## config.mk

```make
export PLATFORM = sky130hd
export DESIGN_NAME = tx_scheduler_flat
export DESIGN_NICKNAME = d
export VERILOG_FILES = /design/src/rtl/tx_scheduler_pkg.sv /design/src/rtl/tx_scheduler_if.sv /design/src/rtl/tx_scheduler_rr_arbiter.sv /design/src/rtl/tx_scheduler.sv /design/src/flat_wrapper.sv
export SDC_FILE = /design/constraint.sdc
export NUM_CORES = 1
export LEC_CHECK = 0
export CAP_MARGIN = 20
export CORE_MARGIN = 2
export CORE_UTILIZATION = 47
export CTS_CLUSTER_DIAMETER = 200
export DETAILED_ROUTE_END_ITERATION = 8
export GPL_TIMING_DRIVEN = 0
export PLACE_DENSITY = 0.79
export SKIP_CTS_REPAIR_TIMING = 1
export SYNTH_ARGS = -nofsm -noshare
export SYNTH_HDL_FRONTEND = slang
export SYNTH_HIERARCHICAL = 1
export SYNTH_SLANG_ARGS = --single-unit
```

## constraint.sdc

```tcl
create_clock -name clock -period 1.65 [get_ports clock]
set_input_delay 0.33 -clock clock [delete_from_list [all_inputs] [get_ports clock]]
set_output_delay 0.33 -clock clock [all_outputs]
set_load 0.02 [all_outputs]
```

## src/rtl/tx_scheduler_pkg.sv

```systemverilog
// Shared definitions for the Transmitter scheduler: requester count and FSM encoding.
package tx_scheduler_pkg;

  localparam int NUM_REQ = 2;

  typedef enum logic [2:0] {
    ST_IDLE      = 3'd0,
    ST_READ      = 3'd1,
    ST_CAPTURE   = 3'd2,
    ST_START     = 3'd3,
    ST_WAIT_ACK  = 3'd4,
    ST_WAIT_DONE = 3'd5
  } state_t;

endpackage

```

## src/rtl/tx_scheduler_if.sv

```systemverilog
// FIFO-side and Transmitter-side signals of the scheduler, bundled for the top level.
interface tx_scheduler_if #(
  parameter int WORD_SIZE   = 4,
  parameter int COUNT_WIDTH = 8
);

  logic [tx_scheduler_pkg::NUM_REQ-1:0]           q_empty;
  logic [tx_scheduler_pkg::NUM_REQ-1:0]           q_full;
  logic [tx_scheduler_pkg::NUM_REQ*WORD_SIZE-1:0] q_data;
  logic [tx_scheduler_pkg::NUM_REQ-1:0]           q_read;
  logic [WORD_SIZE-1:0]                           tx_data;
  logic                                           tx_start;
  logic                                           tx_busy;
  logic [tx_scheduler_pkg::NUM_REQ-1:0]           grant;
  logic                                           error;
  logic [COUNT_WIDTH-1:0]                         sent_count;

  // The scheduler is the master: it pops the FIFOs and drives the Transmitter.
  modport master (
    input  q_empty, q_full, q_data, tx_busy,
    output q_read, tx_data, tx_start, grant, error, sent_count
  );

  modport slave (
    output q_empty, q_full, q_data, tx_busy,
    input  q_read, tx_data, tx_start, grant, error, sent_count
  );

endinterface

```

## src/rtl/tx_scheduler_rr_arbiter.sv

```systemverilog
// Picks one non-empty requester: a lone full queue wins, otherwise round-robin from rr_ptr.
module tx_scheduler_rr_arbiter
  import tx_scheduler_pkg::*;
(
  input  logic [NUM_REQ-1:0] q_empty,
  input  logic [NUM_REQ-1:0] q_full,
  input  logic               rr_ptr,
  output logic [NUM_REQ-1:0] pick,
  output logic               valid
);

  logic [NUM_REQ-1:0] ready;
  logic [NUM_REQ-1:0] urgent;
  logic               other;

  assign ready  = ~q_empty;
  assign urgent = q_full & ready;
  assign other  = ~rr_ptr;

  // NOTE: pick gets a default before any branch so no path leaves it unassigned (no latch).
  always_comb begin
    pick = '0;
    if ($onehot(urgent)) begin
      pick = urgent;
    end else if (ready[rr_ptr]) begin
      pick[rr_ptr] = 1'b1;
    end else if (ready[other]) begin
      pick[other] = 1'b1;
    end
  end

  assign valid = |pick;

endmodule

```

## src/rtl/tx_scheduler.sv

```systemverilog
// Shares one Transmitter between two FIFOs: select, pop, capture, start, then track tx_busy.
module tx_scheduler
  import tx_scheduler_pkg::*;
#(
  parameter int WORD_SIZE   = 4,
  parameter int ACK_TIMEOUT = 15,
  parameter int COUNT_WIDTH = 8
) (
  input  logic           clock,
  input  logic           reset,
  tx_scheduler_if.master bus
);

  localparam int               ACK_W    = $clog2(ACK_TIMEOUT + 1);
  localparam logic [ACK_W-1:0] ACK_LAST = ACK_W'(ACK_TIMEOUT - 1);

  state_t                 state_q, state_d;
  logic [NUM_REQ-1:0]     grant_q, grant_d;
  logic [WORD_SIZE-1:0]   tx_data_q, tx_data_d;
  logic [ACK_W-1:0]       ack_q, ack_d;
  logic                   error_q, error_d;
  logic [COUNT_WIDTH-1:0] count_q, count_d;
  logic                   rr_q, rr_d;
  logic [NUM_REQ-1:0]     pick;
  logic                   pick_valid;
  logic [WORD_SIZE-1:0]   word_sel;

  tx_scheduler_rr_arbiter u_arbiter (
    .q_empty (bus.q_empty),
    .q_full  (bus.q_full),
    .rr_ptr  (rr_q),
    .pick    (pick),
    .valid   (pick_valid)
  );

  assign word_sel = grant_q[1] ? bus.q_data[WORD_SIZE +: WORD_SIZE]
                               : bus.q_data[0 +: WORD_SIZE];

  // NOTE: state registers use non-blocking assignment so every flop updates from pre-edge values.
  always_ff @(posedge clock) begin
    if (!reset) begin
      state_q   <= ST_IDLE;
      grant_q   <= '0;
      tx_data_q <= '0;
      ack_q     <= '0;
      error_q   <= 1'b0;
      count_q   <= '0;
      rr_q      <= 1'b0;
    end else begin
      state_q   <= state_d;
      grant_q   <= grant_d;
      tx_data_q <= tx_data_d;
      ack_q     <= ack_d;
      error_q   <= error_d;
      count_q   <= count_d;
      rr_q      <= rr_d;
    end
  end

  always_comb begin
    state_d   = state_q;
    grant_d   = grant_q;
    tx_data_d = tx_data_q;
    ack_d     = ack_q;
    error_d   = error_q;
    count_d   = count_q;
    rr_d      = rr_q;
    unique case (state_q)
      ST_IDLE: begin
        if (!bus.tx_busy && pick_valid) begin
          grant_d = pick;
          state_d = ST_READ;
        end
      end
      ST_READ:    state_d = ST_CAPTURE;
      ST_CAPTURE: begin
        tx_data_d = word_sel;
        state_d   = ST_START;
      end
      ST_START: begin
        ack_d   = '0;
        state_d = ST_WAIT_ACK;
      end
      ST_WAIT_ACK: begin
        // Busy wins over the timeout even on the last allowed cycle.
        if (bus.tx_busy) begin
          state_d = ST_WAIT_DONE;
        end else if (ack_q == ACK_LAST) begin
          error_d = 1'b1;
          rr_d    = grant_q[0];
          grant_d = '0;
          state_d = ST_IDLE;
        end else begin
          ack_d = ack_q + 1'b1;
        end
      end
      ST_WAIT_DONE: begin
        if (!bus.tx_busy) begin
          count_d = count_q + 1'b1;
          rr_d    = grant_q[0];
          grant_d = '0;
          state_d = ST_IDLE;
        end
      end
      default: begin
        grant_d = '0;
        state_d = ST_IDLE;
      end
    endcase
  end

  assign bus.q_read     = (state_q == ST_READ) ? grant_q : '0;
  assign bus.tx_start   = (state_q == ST_START);
  assign bus.tx_data    = tx_data_q;
  assign bus.grant      = grant_q;
  assign bus.error      = error_q;
  assign bus.sent_count = count_q;

endmodule

```

## src/flat_wrapper.sv

```systemverilog
// flat-port wrapper written by rule: the top's interface ports become plain ports
module tx_scheduler_flat import tx_scheduler_pkg::*;
#(
  parameter int WORD_SIZE   = 4,
  parameter int ACK_TIMEOUT = 15,
  parameter int COUNT_WIDTH = 8
)
  (clock, reset, bus_q_empty, bus_q_full, bus_q_data, bus_tx_busy, bus_q_read, bus_tx_data, bus_tx_start, bus_grant, bus_error, bus_sent_count);
  tx_scheduler_if #(.WORD_SIZE(WORD_SIZE), .COUNT_WIDTH(COUNT_WIDTH)) bus_i ();
  input  logic clock;
  input  logic reset;
  input wire logic [$bits(bus_i.q_empty)-1:0] bus_q_empty;
  input wire logic [$bits(bus_i.q_full)-1:0] bus_q_full;
  input wire logic [$bits(bus_i.q_data)-1:0] bus_q_data;
  input wire logic [$bits(bus_i.tx_busy)-1:0] bus_tx_busy;
  output wire logic [$bits(bus_i.q_read)-1:0] bus_q_read;
  output wire logic [$bits(bus_i.tx_data)-1:0] bus_tx_data;
  output wire logic [$bits(bus_i.tx_start)-1:0] bus_tx_start;
  output wire logic [$bits(bus_i.grant)-1:0] bus_grant;
  output wire logic [$bits(bus_i.error)-1:0] bus_error;
  output wire logic [$bits(bus_i.sent_count)-1:0] bus_sent_count;
  assign bus_i.q_empty = bus_q_empty;
  assign bus_i.q_full = bus_q_full;
  assign bus_i.q_data = bus_q_data;
  assign bus_i.tx_busy = bus_tx_busy;
  assign bus_q_read = bus_i.q_read;
  assign bus_tx_data = bus_i.tx_data;
  assign bus_tx_start = bus_i.tx_start;
  assign bus_grant = bus_i.grant;
  assign bus_error = bus_i.error;
  assign bus_sent_count = bus_i.sent_count;
  tx_scheduler #(.WORD_SIZE(WORD_SIZE), .ACK_TIMEOUT(ACK_TIMEOUT), .COUNT_WIDTH(COUNT_WIDTH)) u_core (.clock(clock), .reset(reset), .bus(bus_i));
endmodule
```

==> Yosys cells after proc, flatten, opt, wreduce, memory -nomap -nowiden <==
Cells that the tools add are included.
W data, S select, Z words.
{ "classes": {"bitwise_logic": 5, "add_sub_neg": 3, "n_div": 0, "eq_ne": 13, "n_shift": 0, "n_reduce_logical": 15, "magnitude_cmp": 4, "mux": 30, "n_mul": 0} }
{ "op_table": {"columns": ["operator", "count"], "rows": [
  ["$pmux W3 S6", 1],
  ["$mux W2", 8],
  ["$mux W3", 4],
  ["$mux W4", 3],
  ["$mux W1", 9],
  ["$reduce_and A3 Y1", 3],
  ["$add A8 B1 Y8 const B", 1],
  ["$pmux W2 S4", 1],
  ["$pmux W4 S2", 1],
  ["$eq A3 B2 Y1 const B", 2],
  ["$eq A3 B3 Y1 const B", 2],
  ["$ne A2 B2 Y1 const B", 3],
  ["$reduce_and A5 Y1", 1],
  ["$add A4 B1 Y4 const B", 1],
  ["$eq A4 B4 Y1 const B", 1],
  ["$lt A1 B2 Y1 const B", 2],
  ["$ne A2 B1 Y1 const B", 2],
  ["$reduce_and A4 Y1", 1],
  ["$reduce_bool A2 Y1", 2],
  ["$eq A3 B1 Y1 const B", 1],
  ["$logic_and A1 B1 Y1", 3],
  ["$logic_not A3 Y1", 1],
  ["$ne A3 B2 Y1 const B", 1],
  ["$not A1 Y1", 3],
  ["other kinds (11)", 13]
]} }
{ "totals": {"inputBits": 15, "register_bits": 23, "memories": 0, "ramBits": 0, "mem_bits_ro": 0, "latch_bits": 0} }

==> Longest topological paths before layout <==
{ "logic_depth": {"depth_word": 12, "mapped_depth": 6, "mapped_depth_nobuf": 5} }

==> Cells and area by module <==
The synthesis kept the hierarchy.
{ "by_module_without_submodules": {"columns": ["mod", "cells_per_inst", "instances", "area_each_um2"], "rows": [
  ["tx_scheduler", 133, 1, 1172.4],
  ["tx_scheduler_rr_arbiter", 8, 1, 45.0]
]} }

==> Worst setup path after synthesis <==
Ideal clock, no wire load.
{ "synth_path": {"path_type": "flip-flop to output port", "startpoint": "register u_core.grant_q[1], in the netlist u_core/bus.grant[1]", "endpoint": "output port bus_q_read[1]", "path_slack_ns": -0.150, "n_path_buf": 1, "path_stages_with_launch": 3, "arrival_ns": 1.470, "path_cell_list": "dfxtp_1 > clkbuf_1 > nor4bb_1"} }
{ "synth_via": {"elab_chain_cells": 1} }
{ "synth_lines": {"columns": ["item", "line_no", "text"], "rows": [
  ["start: declaration", "tx_scheduler.sv:18", "logic [NUM_REQ-1:0] grant_q, grant_d;"],
  ["start signal: assignment", "tx_scheduler.sv:51", "grant_q <= grant_d;"],
  ["$mux W2", "tx_scheduler.sv:112", "assign bus.q_read = (state_q == ST_READ) ? grant_q : '0;"],
  ["end: declaration", "flat_wrapper.sv:16", "output wire logic [$bits(bus_i.q_read)-1:0] bus_q_read;"]
]} }
No other way between the ends.

==> Worst setup path in the final report <==
{ "layout_path": {"startpoint": "register u_core.state_q[2]", "endpoint": "output port bus_tx_start"} }
{ "layout_via": {"elab_chain_cells": 1} }
{ "layout_lines": {"columns": ["item", "line_no", "text"], "rows": [
  ["start: declaration", "tx_scheduler.sv:17", "state_t state_q, state_d;"],
  ["start signal: assignment", "tx_scheduler.sv:50", "state_q <= state_d;"],
  ["$eq A3 B2 Y1", "tx_scheduler.sv:113", "assign bus.tx_start = (state_q == ST_START);"],
  ["end: declaration", "flat_wrapper.sv:18", "output wire logic [$bits(bus_i.tx_start)-1:0] bus_tx_start;"]
]} }
No other way between the ends.

==> out/metrics.yaml <==
status:
  status: "finished, final reports clean"
routing:
  highest_layer: "met4"
  wl_met1_mm: 1.48
  drtIter0Drc: 25
  wl_mm: 3.33
  vias: 1279
  vias_per_cell: 5.92
  wl_met2_mm: 1.66
  routedWlPerCell_um: 15.4
  dr_wl_met3_um: 139
  drc: 0
  dr.pass1.iters: 5
  ant_nets: 0
worst_setup_path:
  cp-end-kind: "output pin"
  cp.arrival_ns: 1.31
  cp-start-kind: "flip-flop"
  required_ns: 1.32
  worst-setup-path-type: "flip-flop to output pin"
  critPathMaxFanout: 6
placed_design:
  gp_congestion: 0.752
  pre_cts_slack_ns: -0.509
  placed_cell_area_um2: 1590
  portBuffers: 32
  hpwl_mm: 2.20
logic_synthesis:
  synth-main-ff-cell: "dfxtp_1"
  synth_cell_types: 39
  synth_top_area_share: 0.378
  netlist_area_um2: 1220
  syn_inst: 141
  synth_top_area_cell: "dfxtp_1"
  yosys_register_bits: 23
  ys_async_sr_fraction: 0
  synth_edf_count: 0
  synth-seq-area-share: 0.378
  synth_warnings: 6
  yosys-top-cells-area: "dfxtp_1 (38%), mux2i_1 (6.6%), nand3_1 (4.1%)"
  synth_nets: 159
  synth.avg_cell_area_um2: 8.63
clock_network:
  clock-root-buffer: "clkbuf_4"
  cts_buffers: 3
  cts_tree: "done"
  cts.reportedPaths.clkPinSlew_ns: 0.13
  clock_latency_ns: 0.32
  htreeDepth: 1
  cts_sinks: 23
  cts_buffer_depth: 2
sta:
  grt_setup_unrepaired: "true"
  slew_violations: 0
  slew_headroom: 0.647
  fin_worst_skew_ns: 0.00418
  period_share: 0.997
  fmax_mhz: 608
  finalHoldViolations: 0
  setup_viol: 0
  period_needed_ns: 1.64
  setup_slack_ns: 0.00559
  worst_slew_pin_slew_ns: 0.527
power_and_ir_drop:
  leakage_nw: 0.873
  p_per_area_nw_per_um2: 721
  peakVddDrop_v: 0.000664
worst_hold_path:
  hp-class: "input port to flip-flop"
global_routing:
  antenna_found_initial: 0
  grt-ovfl-total: 0
  grt_max_degree: 15
  grt_pass1_vias: 961
  grt.total_usage: 0.191
  grt_pass1_wl_mm: 4.17
finish:
  seq_area_um2: 470
  multiInputGateArea_um2: 744
  fillers: 163
  drive_gt1_frac: 0.188
  diodes: 0
  stdcell_area_um2: 1800
  nets: 205
  syn2layout_area_growth_pct: 47.6
floorplan:
  die_x_um: 54.9
  initial_core_util: 0.496
  num_rows: 18
  die_area_um2: 3010
  ios: 33
  die_h_um: 54.9
  core_um2: 2450
flow_run:
  cap_violations: 0
## worst paths after layout
path	endpoint	start	cells after the start	slack, ns
worst min-delay path	u_core/state_q[0]$_SDFFE_PN0P_	bus_tx_busy	3	0.45
worst min register to register	u_core/bus.error$_SDFFE_PN0P_	u_core/bus.error$_SDFFE_PN0P_	2	0.48
worst max register to register	u_core/ack_q[3]$_SDFFE_PN0P_	u_core/state_q[2]$_SDFFE_PN0P_	4	0.03
worst max-delay path	bus_tx_start	u_core/state_q[2]$_SDFFE_PN0P_	4	0.006
## report_power, final
group          switching (W)  total [W]  internal, W
registers          0.0000312   0.000624     0.000593
clock network       0.000180   0.000273    0.0000926
logic               0.000189   0.000399     0.000210
## area by class of cell
cell class,count,area share
Timing Repair Buffer,42,0.234
Inverter,7,0.0146
Clock buffer,3,0.0125
Multi-Input combinational cell,102,0.414
Tap cell,30,0.0209
Sequential cell,23,0.262
Buffer,8,0.0376
Clock inverter,1,0.00418
## synth_stat cells, drive strengths merged, types with 3 or more instances
master and n:
a211oi 6, a21oi 7, clkbuf 7, dfxtp 23, ha 3, inv 6
mux2i 8, nand2 11, nand2b 3, nand3 10, nor2 9, nor3 4
o211ai 3, o21ai 5, or3 5
## metal layers
metal / vias up / global-route usage
met3: 6 / 0.0242
met1: 618 / 0.267
li1: 618 / -
met4: 0 / 0.0732
met5: - / 0
met2: 37 / 0.300
## critical path: stages, from the launching register on
cell      delay [ns]
dfxtp_4         0.39
buf_8           0.13
nand3b_1        0.21
inv_1           0.12
buf_4           0.15
## cell families after synthesis
| group | count (synthesis) | synth area share |
|---|---|---|
| xor+xnor | 2 | 0.0144 |
| compound gates | 34 | 0.197 |
| fa+ha+maj | 3 | 0.0308 |
| flops | 23 | 0.378 |
| mux | 8 | 0.0658 |
| buf+inv | 16 | 0.0524 |
| simple gates | 55 | 0.261 |
## flip-flops by register name, indices dropped and copies added (netlist names)
name and flops:
u_core/state_q 3, u_core/bus.error 1, u_core/rr_q 1, u_core/bus.sent_count 8, u_core/bus.tx_data 4, u_core/ack_q 4, u_core/bus.grant 2
## layout by cell type, fill, tap and decap left out, types with 2 or more instances in the layout
| master | count |
|---|---|
| clkbuf_4 | 3 |
| nand3_1 | 10 |
| nand2b_1 | 3 |
| nor2b_1 | 2 |
| o311ai_1 | 2 |
| o21ai_0 | 5 |
| a41o_1 | 2 |
| dlymetal6s2s_1 | 13 |
| nor2_1 | 9 |
| a211oi_1 | 5 |
| dfxtp_1 | 19 |
| inv_1 | 6 |
| dfxtp_4 | 2 |
| o41ai_1 | 2 |
| a21oi_1 | 7 |
| buf_8 | 2 |
| buf_4 | 15 |
| clkdlybuf4s50_1 | 16 |
| a221oi_1 | 2 |
| dfxtp_2 | 2 |
| nor3_1 | 4 |
| nand2_1 | 11 |
| ha_1 | 3 |
| mux2i_1 | 8 |
| nor4bb_4 | 2 |
| clkbuf_1 | 3 |
| or3_1 | 4 |
| o211ai_1 | 3 |
| nand3b_1 | 2 |
## through the flow
step | instances | util | power, W | setup TNS [ns] | hold slack [ns]
final | 216 | 0.732 | 0.00130 | 0 | 0.447
after CTS | 207 | 0.659 | 0.00120 | -3.23 | 0.488
after floorplan | 141 | - | 0.000817 | 0 | 0.456
after detailed placement | 203 | 0.647 | 0.000934 | -5.69 | 0.457
after global routing | 216 | 0.732 | 0.00135 | -0.0553 | 0.443
after global placement | 203 | 0.647 | 0.000923 | -4.61 | 0.453
(Power assumes the default switching activity.)
